File: config.mk
export PLATFORM = sky130hd
export DESIGN_NAME = vid_timing_detect
export DESIGN_NICKNAME = d
export VERILOG_FILES = /design/src/rtl/vid_timing_detect.sv
export SDC_FILE = /design/constraint.sdc
export NUM_CORES = 1
export LEC_CHECK = 0
export ABC_CLOCK_PERIOD_IN_PS = 7600
export CAP_MARGIN = 25
export CORE_ASPECT_RATIO = 1.25
export CORE_MARGIN = 8
export CORE_UTILIZATION = 40
export DETAILED_ROUTE_END_ITERATION = 12
export DONT_BUFFER_PORTS = 1
export PLACE_DENSITY_LB_ADDON = 0.2
export SLEW_MARGIN = 20
export SYNTH_ARGS = -nofsm -noshare
export SYNTH_HDL_FRONTEND = slang
export SYNTH_SLANG_ARGS = --single-unit
File: constraint.sdc
create_clock -name clk -period 7.6 [get_ports clk]
set_clock_uncertainty 0.05 [all_clocks]
set_input_delay 1.52 -clock clk [delete_from_list [all_inputs] [get_ports clk]]
set_output_delay 1.52 -clock clk [all_outputs]
set_load 0.1 [all_outputs]
File: src/rtl/vid_timing_detect.sv
`timescale 1ns/1ps
// Video timing detector: measures h/v timing of an incoming stream and locks when consecutive frames
// agree. Define VTD_CHECKSUM_EN to add the per-frame active-pixel checksum output frame_sum.
module vid_timing_detect #(
    parameter logic [21:0] TIMEOUT = 22'h3FFFFF
) (
    input  logic        clk,
    input  logic        reset_n,
    input  logic        vid_hs,
    input  logic        vid_vs,
    input  logic        vid_de,
    input  logic [7:0]  vid_r,
    input  logic [7:0]  vid_g,
    input  logic [7:0]  vid_b,
    output logic [11:0] meas_h_total,
    output logic [11:0] meas_h_sync,
    output logic [11:0] meas_h_active,
    output logic [11:0] meas_v_total,
    output logic [11:0] meas_v_sync,
    output logic [11:0] meas_v_active,
    output logic        locked,
    output logic        meas_valid,
    output logic [3:0]  det_mode
`ifdef VTD_CHECKSUM_EN
    ,
    output logic [15:0] frame_sum
`endif
);

    typedef enum logic [1:0] {StSearch, StMeasure, StCheck, StLocked} state_e;

    localparam logic [11:0] CntMax = 12'hFFF;

    function automatic logic [11:0] sat_inc(input logic [11:0] v);
        return (v == CntMax) ? v : v + 12'd1;
    endfunction

    state_e      state_q;
    logic        hs_q, vs_q, de_q, hs_p, vs_p;
    logic        hs_rise, vs_rise;
    logic [11:0] vt_q, vt_d, vsc_q, vsc_d, va_q, va_d;
    logic [11:0] hsc_q, hsc_d, ha_q, ha_d;
    logic [11:0] ht_cnt_q, ht_cnt_d, ht_val_q, ht_val_d;
    logic        ht_run_q, ht_run_d, ht_done_q, ht_done_d;
    logic        line_de_q, line_de_d, inv_q, inv_d;
    logic [21:0] wd_q, wd_d;
    logic        timeout;
    logic [71:0] cur_set, prev_q;
    logic        prev_inv_q, set_match;

    assign hs_rise = hs_q & ~hs_p;
    assign vs_rise = vs_q & ~vs_p;
    assign timeout = (wd_q == TIMEOUT);

    // The closing frame's counts are the _q values; on a vs rise the current cycle already
    // belongs to the new frame, so every counter restarts from zero before adding it.
    always_comb begin
        vt_d      = vs_rise ? '0 : vt_q;
        vsc_d     = vs_rise ? '0 : vsc_q;
        va_d      = vs_rise ? '0 : va_q;
        hsc_d     = vs_rise ? '0 : hsc_q;
        ha_d      = vs_rise ? '0 : ha_q;
        ht_cnt_d  = vs_rise ? '0 : ht_cnt_q;
        ht_val_d  = vs_rise ? '0 : ht_val_q;
        ht_run_d  = vs_rise ? 1'b0 : ht_run_q;
        ht_done_d = vs_rise ? 1'b0 : ht_done_q;
        line_de_d = (vs_rise | hs_rise) ? 1'b0 : line_de_q;

        if (hs_rise) vt_d = sat_inc(vt_d);
        if (hs_rise && vs_q) vsc_d = sat_inc(vsc_d);
        if (de_q && !line_de_d) va_d = sat_inc(va_d);
        line_de_d = line_de_d | de_q;
        if (hs_q && vt_d == 12'd1) hsc_d = sat_inc(hsc_d);
        if (de_q && va_d == 12'd1) ha_d = sat_inc(ha_d);

        if (ht_run_d) begin
            if (hs_rise) begin
                ht_run_d  = 1'b0;
                ht_done_d = 1'b1;
                ht_val_d  = ht_cnt_d;
            end else begin
                ht_cnt_d = sat_inc(ht_cnt_d);
            end
        end else if (hs_rise && !ht_done_d) begin
            ht_run_d = 1'b1;
            ht_cnt_d = 12'd1;
        end

        inv_d = (vs_rise ? 1'b0 : inv_q) | (vt_d == CntMax) | (vsc_d == CntMax) |
                (va_d == CntMax) | (hsc_d == CntMax) | (ha_d == CntMax) | (ht_cnt_d == CntMax);

        if (vs_rise)      wd_d = '0;
        else if (timeout) wd_d = wd_q;
        else              wd_d = wd_q + 22'd1;
    end

    always_ff @(posedge clk) begin
        if (!reset_n) begin
            hs_q      <= 1'b0;
            vs_q      <= 1'b0;
            de_q      <= 1'b0;
            hs_p      <= 1'b0;
            vs_p      <= 1'b0;
            vt_q      <= '0;
            vsc_q     <= '0;
            va_q      <= '0;
            hsc_q     <= '0;
            ha_q      <= '0;
            ht_cnt_q  <= '0;
            ht_val_q  <= '0;
            ht_run_q  <= 1'b0;
            ht_done_q <= 1'b0;
            line_de_q <= 1'b0;
            inv_q     <= 1'b0;
            wd_q      <= '0;
        end else begin
            hs_q      <= vid_hs;
            vs_q      <= vid_vs;
            de_q      <= vid_de;
            hs_p      <= hs_q;
            vs_p      <= vs_q;
            vt_q      <= vt_d;
            vsc_q     <= vsc_d;
            va_q      <= va_d;
            hsc_q     <= hsc_d;
            ha_q      <= ha_d;
            ht_cnt_q  <= ht_cnt_d;
            ht_val_q  <= ht_val_d;
            ht_run_q  <= ht_run_d;
            ht_done_q <= ht_done_d;
            line_de_q <= line_de_d;
            inv_q     <= inv_d;
            wd_q      <= wd_d;
        end
    end

`ifdef VTD_CHECKSUM_EN
    logic [7:0]  r_q, g_q, b_q;
    logic [15:0] sum_q, sum_d;

    always_comb begin
        sum_d = vs_rise ? '0 : sum_q;
        if (de_q) sum_d = sum_d + {8'd0, r_q} + {8'd0, g_q} + {8'd0, b_q};
    end

    always_ff @(posedge clk) begin
        if (!reset_n) begin
            r_q   <= '0;
            g_q   <= '0;
            b_q   <= '0;
            sum_q <= '0;
        end else begin
            r_q   <= vid_r;
            g_q   <= vid_g;
            b_q   <= vid_b;
            sum_q <= sum_d;
        end
    end
`else
    logic unused_pix;
    assign unused_pix = ^{vid_r, vid_g, vid_b};
`endif

    assign cur_set   = {ht_val_q, hsc_q, ha_q, vt_q, vsc_q, va_q};
    assign set_match = (cur_set == prev_q) & ~inv_q & ~prev_inv_q;

    always_ff @(posedge clk) begin
        if (!reset_n) begin
            state_q    <= StSearch;
            prev_q     <= '0;
            prev_inv_q <= 1'b0;
            locked     <= 1'b0;
            meas_valid <= 1'b0;
            {meas_h_total, meas_h_sync, meas_h_active,
             meas_v_total, meas_v_sync, meas_v_active} <= '0;
`ifdef VTD_CHECKSUM_EN
            frame_sum  <= '0;
`endif
        end else begin
            meas_valid <= 1'b0;
            if (timeout) begin
                // A vs edge arriving on the timeout cycle still opens a measurement.
                state_q <= vs_rise ? StMeasure : StSearch;
                locked  <= 1'b0;
                {meas_h_total, meas_h_sync, meas_h_active,
                 meas_v_total, meas_v_sync, meas_v_active} <= '0;
`ifdef VTD_CHECKSUM_EN
                frame_sum <= '0;
`endif
            end else if (vs_rise) begin
                unique case (state_q)
                    StSearch: state_q <= StMeasure;
                    StMeasure: begin
                        prev_q     <= cur_set;
                        prev_inv_q <= inv_q;
                        state_q    <= StCheck;
                    end
                    StCheck, StLocked: begin
                        if (set_match) begin
                            state_q    <= StLocked;
                            locked     <= 1'b1;
                            meas_valid <= 1'b1;
                            {meas_h_total, meas_h_sync, meas_h_active,
                             meas_v_total, meas_v_sync, meas_v_active} <= cur_set;
`ifdef VTD_CHECKSUM_EN
                            frame_sum <= sum_q;
`endif
                        end else begin
                            prev_q     <= cur_set;
                            prev_inv_q <= inv_q;
                            locked     <= 1'b0;
                            state_q    <= StCheck;
                        end
                    end
                    default: state_q <= StSearch;
                endcase
            end
        end
    end

    always_comb begin
        unique case ({meas_h_active, meas_v_active})
            {12'd640,  12'd480}:  det_mode = 4'd0;
            {12'd720,  12'd480}:  det_mode = 4'd1;
            {12'd1024, 12'd768}:  det_mode = 4'd2;
            {12'd1280, 12'd1024}: det_mode = 4'd3;
            {12'd1920, 12'd1080}: det_mode = 4'd4;
            default:              det_mode = 4'd15;
        endcase
    end

endmodule

==> results of run 1 <==
layout by cell type, fill, tap and decap left out, types with 11 or more instances in the layout:
master     synthesis  final
dfxtp_1          264    264
a21oi_1           52     51
clkbuf_16          0     29
nor4_1            26     25
mux2i_1          152    152
nand3_1           52     52
xnor2_1           52     52
and3_1            19     19
nand4_1           41     41
nand2b_1          12     11
and2_1            33     32
xor2_1            55     55
nor3_1            39     38
nor2_1           265    265
a31oi_1           11     11
buf_4              2     12
o21ai_0           23     23
o22ai_1           11     11
inv_1             42     42
nand2_1          133    132
registers in the layout, summed over array words and instances (netlist names), 2 cells and up:
name,count
meas_v_total,12
wd_q,22
state_q,2
meas_h_total,12
meas_v_active,12
ht_val_q,12
hsc_q,12
va_q,12
ha_q,12
meas_h_active,12
meas_h_sync,12
ht_cnt_q,12
vt_q,12
meas_v_sync,12
prev_q,72
vsc_q,12
area by class of cell:
cell class	count	area (sq um)	area share, %
clock buffers	36	802	5.64
well taps	412	515	3.63
repair buffers	18	200	1.41
clock inverters	17	255	1.79
flip-flops and latches	264	5290	37.2
inverters	46	174	1.22
multi-input cells	1118	6990	49.1
power by group:
group	switching, W	internal [W]
Combinational	0.0000743	0.0000276
Sequential	0.0000114	0.00139
Clock	0.000597	0.000954
worst paths after layout:
check,endpoint,depth (start not counted),startpoint
setup / recovery,det_mode[0],7,meas_v_active[10]$_SDFFE_PP0P_
setup reg to reg,inv_q$_SDFF_PN0_,17,vs_p$_SDFF_PN0_
hold / removal,wd_q[1]$_SDFFE_PP0N_,2,wd_q[1]$_SDFFE_PP0N_
hold reg to reg,wd_q[1]$_SDFFE_PP0N_,2,wd_q[1]$_SDFFE_PP0N_
cells in the mapped netlist (6+ instances only):
cell	instances	share of area, %
and4_1	7	0.48
and2_1	33	1.6
a21oi_1	52	2.0
or4_1	8	0.47
buf_2	26	1.0
nor3_1	39	1.5
nor2_1	265	7.7
and3_1	19	0.92
nand4_1	41	2.0
nor4b_1	6	0.41
nand3_1	52	2.0
o211ai_1	7	0.41
nor2b_1	7	0.34
xor2_1	55	3.7
mux2i_1	152	12
o21ai_0	23	0.90
dfxtp_1	264	41
a31oi_1	11	0.54
ha_1	7	0.68
o22ai_1	11	0.54
nand2b_1	12	0.58
clkbuf_1	62	1.8
or3_1	7	0.34
nor4_1	26	1.3
a22oi_1	8	0.47
buf_1	12	0.35
xnor2_1	52	3.5
nand2_1	133	3.9
inv_1	42	1.2
cells by family (layout without fill, tap and decap cells):
logic type | Yosys count | in the layout
compound gates | 175 | 175
xor+xnor | 107 | 107
fa+ha+maj | 7 | 7
buf+inv | 150 | 117
flops | 264 | 264
mux | 155 | 155
simple gates | 674 | 674
per-stage QoR:
stage | std cells | util [%] | hold slack [ns] | cell area (sq um)
after CTS | 1907 | 44.6 | 0.435 | 14100
after floorplan | 1532 | - | 0.396 | 12900
final | 1911 | 44.9 | 0.441 | 14200
after global placement | 1852 | 41.2 | 0.414 | 13100
after global routing | 1911 | 44.9 | 0.473 | 14200
after detailed placement | 1854 | 41.3 | 0.420 | 13100
worst register-to-register path: cells and delay by family (launching register included):
family,cells,cell delay [ns]
simple gates,7,1.79
buf+inv,4,1.24
flops,1,0.42
fa+ha+maj,1,0.25
compound gates,5,0.96
per-layer routing:
| metal | global-route usage, % | vias to the layer above | part of all wire (%) | routed length [microns] |
|---|---|---|---|---|
| li1 | - | 5189 | - | - |
| met1 | 22.3 | 4957 | 43 | 15300 |
| met2 | 31.7 | 246 | 49 | 17400 |
| met3 | 3.17 | 60 | 5.6 | 1980 |
| met4 | 6.09 | 0 | 2.5 | 884 |
| met5 | 0 | - | 0 | 0 |
==> metrics.md, run 1 <==
| Metric | Value |
|---|---|
| Outcome | `finished, final reports clean` |
| Synthesized area | `12900 sq um` |
| Critical-path cell list | `nor4bb_1 -> nand4_1 -> nor4_1 -> a21oi_2 -> a21boi_2 -> buf_4 -> nand2b_1` |
| Global route overflow | `0` |
| Final setup viols | `0` |
| Final wirelength | `around 36 mm` |
| Number of global-route vias before repair | `10.1k` |
| Pin count of the biggest net entering global routing | `61` |
| Compound-gate portion of the synthesized area | `9.22%` |
| Sink Count | `264` |
| Startpoint types | `flip-flop` |
| Layout cells sized above 1 | `6.00%` |
| Die Span Y | `216 microns` |
| P&R area growth vs syn | `10.7%` |
| RSZ-0062 raised after global routing | `no` |
| PostCTS Resize Cnt | `0` |
| Syn Nets | `1568` |
| FF+latch count, synth | `264` |
| Drt drc | `0` |
| Final WS setup | `2.07 ns` |
| Crit path capture type | `output pin` |
| Pleak | `between 4 and 5 nW` |
| Fmax | `~180 MHz` |
| Drt wl/cell | `18.6 microns` |
| Pre-CTS WS | `2.65 ns` |
| EDFF count, synth | `0` |
| CP bufs+invs | `1` |
| Die ar. | `38200 sq um` |
| Vias | `roughly 10k` |
| CP arrival | `3.96 ns` |
| Slew HR | `27.1%` |
| Nets | `1513` |
| Netlist cell types | `74` |
| Fin crit share | `between 70% and 80%` |
| # IOs | `107` |
| CTS buffer count | `29` |
| Hpwl dp | `24.9 mm` |
| Max incr delay on CP | `1.00 ns` |
| Gr usage total | `between 10% and 20%` |
| Syn Inst Count | `1532` |
| VDD IR max | `about 170 uV` |
| CTS Hold Buffers Added | `0` |
| Worst Max-Slew Pin Slew | `1.09 ns` |
| Crit-path leading delay family | `simple AND/OR/NAND/NOR gates` |
| Largest family of logic cells by synthesized area | `simple AND/OR/NAND/NOR gates` |
| Post-DR vias/cell | `about 5.5` |
| First-pass GRT wire length | `56.5 mm` |
| Overall power | `0.00305 W` |
| Pre-antenna DRT Iters | `7` |
| Ys Warns | `0` |
| 1st-iter DRT viols | `770` |
| Async SR Flop Fraction | `0%` |
| TNS Setup | `0 ns` |
| Routed Antenna Nets | `0` |
| Xor and xnor area share after synthesis | `7.29%` |
| Reg clk slew, reported paths | `0.06 ns` |
| Maximum Capacitance Violations | `0` |
| Initial antenna violation count | `1` |
| Setup repair bufs after CTS | `0` |
| Core Box Area | `31700 sq um` |
| Post-Syn Area per Cell | `roughly 8.4 sq um` |
| GP Congestion | `between 0.8 and 0.9` |
| Die W | `176 microns` |
| Fill count | `3109` |
| Root buffer cell | `clkbuf_16` |
| Row Count | `73` |
| H-Tree Depth | `1` |
| Clk buf depth | `3` |
| WP data required | `6.03 ns` |
| Clock latency on the worst-skew pair | `0.55 ns` |
| Kind of critical path | `reg -> out` |
| Ys flop type | `dfxtp_1` |
| Final Hold Vio Count | `0` |
| Final Max Tran Viols | `0` |
| Antenna Cells | `0` |
| Register area share after synthesis | `41.1%` |
| Adder-Cell Fraction of Synth Area | `0.682%` |
| # port buffers | `0` |
| Minimum clock period after layout | `5.53 ns` |
| Pwr dens | `215 nW/um^2` |
| Post-synthesis mux area share | `between 10% and 20%` |
| Synth Area in Simple Gates | `between 20 and 25%` |
| Crit path max fanout | `4` |
| CP max-delay cell | `dfxtp_1` |
| Starting Density | `about two fifths` |
| CTS tree | `yes` |
| Reg2reg setup slack | `2.75 ns` |
| HP Class | `reg -> reg` |
(Power assumes the default switching activity.)
==> run 2: changes to the inputs <==
--- a/config.mk
+++ b/config.mk
@@ -5,7 +5,7 @@
 export SDC_FILE = /design/constraint.sdc
 export NUM_CORES = 1
 export LEC_CHECK = 0
-export ABC_CLOCK_PERIOD_IN_PS = 7600
+export ABC_CLOCK_PERIOD_IN_PS = 4500
 export CAP_MARGIN = 25
 export CORE_ASPECT_RATIO = 1.25
 export CORE_MARGIN = 8
==> constraint.sdc (replaced) <==
create_clock -name clk -period 4.5 [get_ports clk]
set_clock_uncertainty 0.05 [all_clocks]
set_input_delay 0.9 -clock clk [delete_from_list [all_inputs] [get_ports clk]]
set_output_delay 0.9 -clock clk [all_outputs]
set_load 0.1 [all_outputs]
==> run 2 against run 1 <==
Total power rose by 58%. Flip-flop and latch count did not move. Hold slack got worse by 0.017 ns. Core utilization rose by 0.50 points. Critical path type is now reg -> reg. Final cell count rose by 1.9%. Critical path depth rose by 8. Non-clock buffer count rose by 41. Die area did not move. Setup slack got worse by 1.8 ns. Global-route usage rose by 0.43 points. Design area rose by 1.1%.
==> metrics.md, run 2 (synthesized netlist as in run 1, its figures left out) <==
| Metric | Value |
|---|---|
| Util after Layout | `45.4%` |
| WP data required | `4.93 ns` |
| Biggest registers after layout | `prev_q x72, wd_q x22` |
| Most common cell after layout, fill and taps aside | `nor2_1` |
| H-Tree Depth | `1` |
| RSZ-0062 raised after global routing | `no` |
| Vias | `about 11k` |
| Gr usage total | `18.6%` |
| Max reg flops | `72` |
| Crit path to | `inv_q$_SDFF_PN0_` |
| Reg2reg setup slack | `0.32 ns` |
| Die W | `176 microns` |
| Final Max Tran Viols | `0` |
| RR Startpoint | `vs_p$_SDFF_PN0_` |
| R2R cell count | `15` |
| Critical-path cell list | `nand2b_2 -> nand2_1 -> inv_1 -> ha_1 -> nand2_1 -> a2111oi_2 -> and4_1 -> mux2i_1 -> nor4_1 -> and4_2 -> buf_4 -> nand2_1 -> o22ai_1 -> nand4b_1 -> o31ai_2` |
| Most flops, register | `prev_q` |
| Pleak | `around 5 nW` |
| Fmax | `239 MHz` |
| Root buffer cell | `clkbuf_16` |
| Setup repair bufs after CTS | `0` |
| VDD IR max | `about 250 uV` |
| Dpl cell area | `13500 sq um` |
| Startpoint types | `flip-flop` |
| Hpwl dp | `26.0 mm` |
| TNS Setup | `0 ns` |
| Pwr dens | `335 nW/um^2` |
| Crit path max fanout | `10` |
| Antenna Cells | `0` |
| First-pass GRT wire length | `57.6 mm` |
| Slew HR | `a little under a third` |
| Drt drc | `0` |
| Layout cells sized above 1 | `around 8%` |
| 1st-iter DRT viols | `~680` |
| Pre-antenna DRT Iters | `6` |
| Crit-path most repeated cell | `nand2_1` |
| Number of global-route vias before repair | `10.2k` |
| Fin crit share | `93.0%` |
| Starting Density | `40.5%` |
| Pre-CTS WS | `0.279 ns` |
| CTS tree | `yes` |
| Worst Max-Slew Pin Slew | `1.05 ns` |
| Global route overflow | `0` |
| Crit path capture type | `flip-flop` |
| Die ar. | `38200 sq um` |
| R2R Path End | `inv_q$_SDFF_PN0_` |
| Fin area | `14400 sq um` |
| Post-DR vias/cell | `5.49` |
| Kind of critical path | `reg -> reg` |
| Nets | `1553` |
| Sink Count | `264` |
| # IOs | `107` |
| Final setup viols | `0` |
| P&R area growth vs syn | `11.9%` |
| HP Class | `in -> reg` |
| Final Hold Vio Count | `0` |
| GP Congestion | `0.878` |
| Core Box Area | `31700 sq um` |
| Final WS setup | `0.315 ns` |
| CP arrival | `between 4 and 5 ns` |
| # port buffers | `0` |
| Outcome | `finished, final reports clean` |
| Maximum Capacitance Violations | `0` |
| Pin count of the biggest net entering global routing | `between 70 and 80` |
| Die Span Y | `216 microns` |
| Initial antenna violation count | `1` |
| Row Count | `73` |
| Final wirelength | `36.3 mm` |
| Drt wl/cell | `about 19 microns` |
| Routed Antenna Nets | `0` |
| Setup crit start | `vs_p$_SDFF_PN0_` |
| Commonest cells after routing, fill and taps aside | `265 x nor2_1, 264 x dfxtp_1, 152 x mux2i_1, 132 x nand2_1, 55 x xor2_1` |
| Clock latency on the worst-skew pair | `0.56 ns` |
| Overall power | `0.00481 W` |
| Reg clk slew, reported paths | `0.06 ns` |
| CP max-delay cell | `nor4_1` |
| CTS buffer count | `28` |
| Max incr delay on CP | `~0.57 ns` |
| Cell count of the worst hold path | `1` |
| Clk buf depth | `3` |
| Minimum clock period after layout | `4.18 ns` |
-- run 2: cell types whose count changed in the layout (fill, tap and decap cells not counted), moves of 2 or more --
cell / delta
buf_4: +42
buf_12: +5
bufinv_16: -5
clkbuf_1: +5
clkinvlp_4: -4
buf_16: -3
buf_6: -2
-- run 2: worst max-delay path, delay by kind of cell, from the launching register on --
family | cells | cell delay (ns)
AOI/OAI and AO/OA | 3 | 0.86
adders and majority gates | 1 | 0.26
buffers and inverters | 2 | 0.34
DFF | 1 | 0.42
muxes | 1 | 0.12
and+or+nand+nor | 8 | 2.04
-- run 2: worst min-delay path by stage --
stage	slack, ns	from	endpoint
2_1_floorplan	0.40	ht_done_q$_SDFF_PN0_	ht_done_q$_SDFF_PN0_
3_3_place_gp	0.41	wd_q[1]$_SDFFE_PP0N_	wd_q[1]$_SDFFE_PP0N_
3_5_place_dp	0.42	ht_done_q$_SDFF_PN0_	ht_done_q$_SDFF_PN0_
4_1_cts	0.40	vid_vs	vs_q$_SDFF_PN0_
5_1_grt	0.40	vid_vs	vs_q$_SDFF_PN0_
6_report	0.42	vid_vs	vs_q$_SDFF_PN0_
-- run 2: routing by layer --
layer | global-route usage [%] | up-vias | wire length (microns)
li1 | - | 5286 | -
met1 | 22.6 | 5084 | 15500
met2 | 32.6 | 260 | 17800
met3 | 3.06 | 61 | 1910
met4 | 6.68 | 0 | 1050
met5 | 0 | - | 0
-- run 2: final cells by class --
type	instances	area (sq um)
Multi-Input combinational cell	1118	7010
Tap cell	412	515
Timing Repair Buffer	59	505
Inverter	46	174
Clock buffer	41	821
Fill cell	3068	17300
Sequential cell	264	5290
Clock inverter	7	70.1
-- run 2: report_power, final --
part | switching (W) | internal, W
Sequential | 0.0000182 | 0.00235
Combinational | 0.000130 | 0.0000543
Clock | 0.000948 | 0.00131
-- run 2: per-stage QoR --
step	hold WS [ns]	instances
6_report	0.424	1947
3_3_place_gp	0.413	1899
5_1_grt	0.405	1947
2_1_floorplan	0.396	1532
3_5_place_dp	0.418	1899
4_1_cts	0.398	1947
-- run 2: timing repair --
action,in CTS,in global routing
hold buffers,0,0
gates resized for setup,0,1
endpoints found under the setup margin,0,1
==> run 3: changes to the inputs <==
--- a/config.mk
+++ b/config.mk
@@ -8,12 +8,12 @@
 export ABC_CLOCK_PERIOD_IN_PS = 4500
 export CAP_MARGIN = 25
 export CORE_ASPECT_RATIO = 1.25
-export CORE_MARGIN = 8
+export CORE_MARGIN = 1.5
 export CORE_UTILIZATION = 40
 export DETAILED_ROUTE_END_ITERATION = 12
 export DONT_BUFFER_PORTS = 1
-export PLACE_DENSITY_LB_ADDON = 0.2
 export SLEW_MARGIN = 20
 export SYNTH_ARGS = -nofsm -noshare
 export SYNTH_HDL_FRONTEND = slang
 export SYNTH_SLANG_ARGS = --single-unit
+export TNS_END_PERCENT = 20
==> run 3 against run 2 <==
Design area increased by 0.51%. Sequential share of layout area down 0.19 points. First-iteration DRC count is 5.5% lower. Register-to-register slack is essentially flat. Flip-flop and latch count did not move. Setup slack worse by 0.00091 ns. Global-route usage rose by 2.6 points. Critical path depth is the same.
==> metrics.md, run 3 (synthesized netlist as in run 1, its figures left out) <==
| Metric | Value |
|---|---|
| Crit path max fanout | `9` |
| Clock latency on the worst-skew pair | `about 0.56 ns` |
| Part of the power in registers | `48.3%` |
| Fin crit share | `93.0%` |
| Slew HR | `30.5%` |
| Pre-antenna DRT Iters | `5` |
| Kind of critical path | `reg -> reg` |
| Global route overflow | `0` |
| Top layer in use | `met4` |
| Row Count | `73` |
| Pin count of the biggest net entering global routing | `73` |
| Hold WS | `0.416 ns` |
| Setup repair bufs after CTS | `0` |
| Sw Share | `22.7%` |
| Pleak | `5.00 nW` |
| P&R area growth vs syn | `12.5%` |
| Crit-path leading delay family | `simple AND/OR/NAND/NOR gates` |
| Final setup viols | `0` |
| Startpoint types | `flip-flop` |
| WL met3 | `1.84 mm` |
| CTS tree | `yes` |
| Clk buf depth | `3` |
| WP data required | `4.88 ns` |
| HP Class | `in -> reg` |
| HP Start | `reset_n` |
| Initial antenna violation count | `0` |
| Final wirelength | `roughly 35 mm` |
| Commonest cells after routing, fill and taps aside | `265 x nor2_1, 264 x dfxtp_1, 152 x mux2i_1, 132 x nand2_1, 55 x xor2_1` |
| Drt drc | `0` |
| Max incr delay on CP | `0.55 ns` |
| Sink Count | `264` |
| Biggest registers after layout | `prev_q x72, wd_q x22` |
| RR Startpoint | `vs_p$_SDFF_PN0_` |
| Critical-path cell list | `nand2b_2 -> nand2_1 -> inv_1 -> ha_1 -> nand2_1 -> a2111oi_2 -> and4_1 -> mux2i_1 -> nor4_1 -> and4_2 -> buf_4 -> mux2i_1 -> o21ai_1 -> o31ai_1 -> o31ai_2` |
| Pwr dens | `roughly 340 nW/um^2` |
| Fmax | `239 MHz` |
| VDD IR max | `about 240 uV` |
| Final Hold Vio Count | `0` |
| Die Span Y | `203 microns` |
| Antenna Cells | `0` |
| Outcome | `finished, final reports clean` |
| Max reg flops | `72` |
| Die ar. | `33200 sq um` |
| Number of global-route vias before repair | `just over 10k` |
| RSZ-0062 raised after global routing | `no` |
| Layout cells sized above 1 | `around 8.2%` |
| Final Max Tran Viols | `0` |
| Power share of the combinational group | `3.8%` |
| Internal Pwr Total | `0.00378 W` |
| Overall power | `0.00490 W` |
| # port buffers | `0` |
| Root buffer cell | `clkbuf_16` |
| CP bufs+invs | `2` |
| Starting Density | `40.5%` |
| Die W | `~160 microns` |
| Reg clk slew, reported paths | `about 0.07 ns` |
| Maximum Capacitance Violations | `0` |
| Placed insts | `1899` |
| First-pass GRT wire length | `about 56 mm` |
| # IOs | `107` |
| TNS Setup | `0 ns` |
| Met1 WL | `between 15 and 20 mm` |
| Setup crit start | `vs_p$_SDFF_PN0_` |
| Final WS setup | `between 0.3 and 0.4 ns` |
| Drt wl/cell | `18.1 microns` |
| Minimum clock period after layout | `4.19 ns` |
| Worst Max-Slew Pin Slew | `1.04 ns` |
| Detail Route met2 WL | `16.8 mm` |
| P_sw | `0.00111 W` |
| Clock power frac | `roughly 48%` |
| CP arrival | `about 4.6 ns` |
| H-Tree Depth | `1` |
| Most flops, register | `prev_q` |
| CP max-delay cell | `nor4_1` |
| Post-DR vias/cell | `5.53` |
| Most common cell after layout, fill and taps aside | `nor2_1` |
| CTS buffer count | `28` |
| Gr usage total | `21.2%` |
| Nets | `1554` |
| Routed Antenna Nets | `0` |
| Crit path capture type | `flip-flop` |
| Pre-CTS WS | `0.317 ns` |
| Core Box Area | `31700 sq um` |
| 1st-iter DRT viols | `638` |
| Vias | `10.8k` |
| Final Instance Count excl. Fillers | `1951` |
| GP Congestion | `0.891` |
| Hpwl dp | `25.1 mm` |
run 3: what timing repair did:
item | in CTS | in global routing
endpoints found under the setup margin | 0 | 1
gates resized for setup | 0 | 1
hold buffers | 0 | 0
hold endpoints to repair | 0 | 0
run 3: layout make-up:
type / count / area, sq um
well taps: 412 / 515
clock buffers: 43 / 827
flip-flops and latches: 264 / 5290
inverters: 46 / 174
fillers: 3125 / 17200
repair buffers: 60 / 538
clock inverters: 8 / 105
multi-input cells: 1118 / 7010
run 3: path summary, 6_finish.rpt:
kind | to | cells past startpoint | slack, ns
hold reg to reg | ht_done_q$_SDFF_PN0_ | 2 | 0.43
setup / recovery | inv_q$_SDFF_PN0_ | 15 | 0.31
setup reg to reg | inv_q$_SDFF_PN0_ | 15 | 0.31
hold / removal | hsc_q[3]$_SDFF_PN0_ | 1 | 0.42
run 3: power groups by stage:
stage,clock (W),combinational [W],sequential [W]
after floorplan,0,0.000135,0.00241
after CTS,0.00241,0.000184,0.00237
after detailed placement,0,0.000184,0.00242
after global routing,0.00249,0.000203,0.00237
final,0.00234,0.000187,0.00237
after global placement,0,0.000182,0.00242
run 3: metal layers:
| metal | vias up | GRT usage, % |
|---|---|---|
| met4 | 0 | 9.01 |
| met3 | 70 | 3.48 |
| met2 | 289 | 35.9 |
| met5 | - | 0 |
| met1 | 5135 | 26.6 |
| li1 | 5289 | - |
run 3: worst reg2reg max path, cell delays in order, from the launching register on:
cell       delay, ns
dfxtp_1         0.42
nand2b_2        0.25
nand2_1         0.12
inv_1           0.12
ha_1            0.26
nand2_1         0.11
a2111oi_2       0.54
and4_1          0.32
mux2i_1         0.11
nor4_1          0.55
and4_2          0.46
buf_4           0.20
mux2i_1         0.24
o21ai_1         0.09
o31ai_1         0.09
o31ai_2         0.11
run 3: per-stage QoR:
step	utilization [%]	cell area [sq um]
2_1_floorplan	-	12900
3_3_place_gp	42.6	13500
3_5_place_dp	42.6	13500
4_1_cts	45.5	14400
5_1_grt	45.6	14500
6_report	45.6	14500
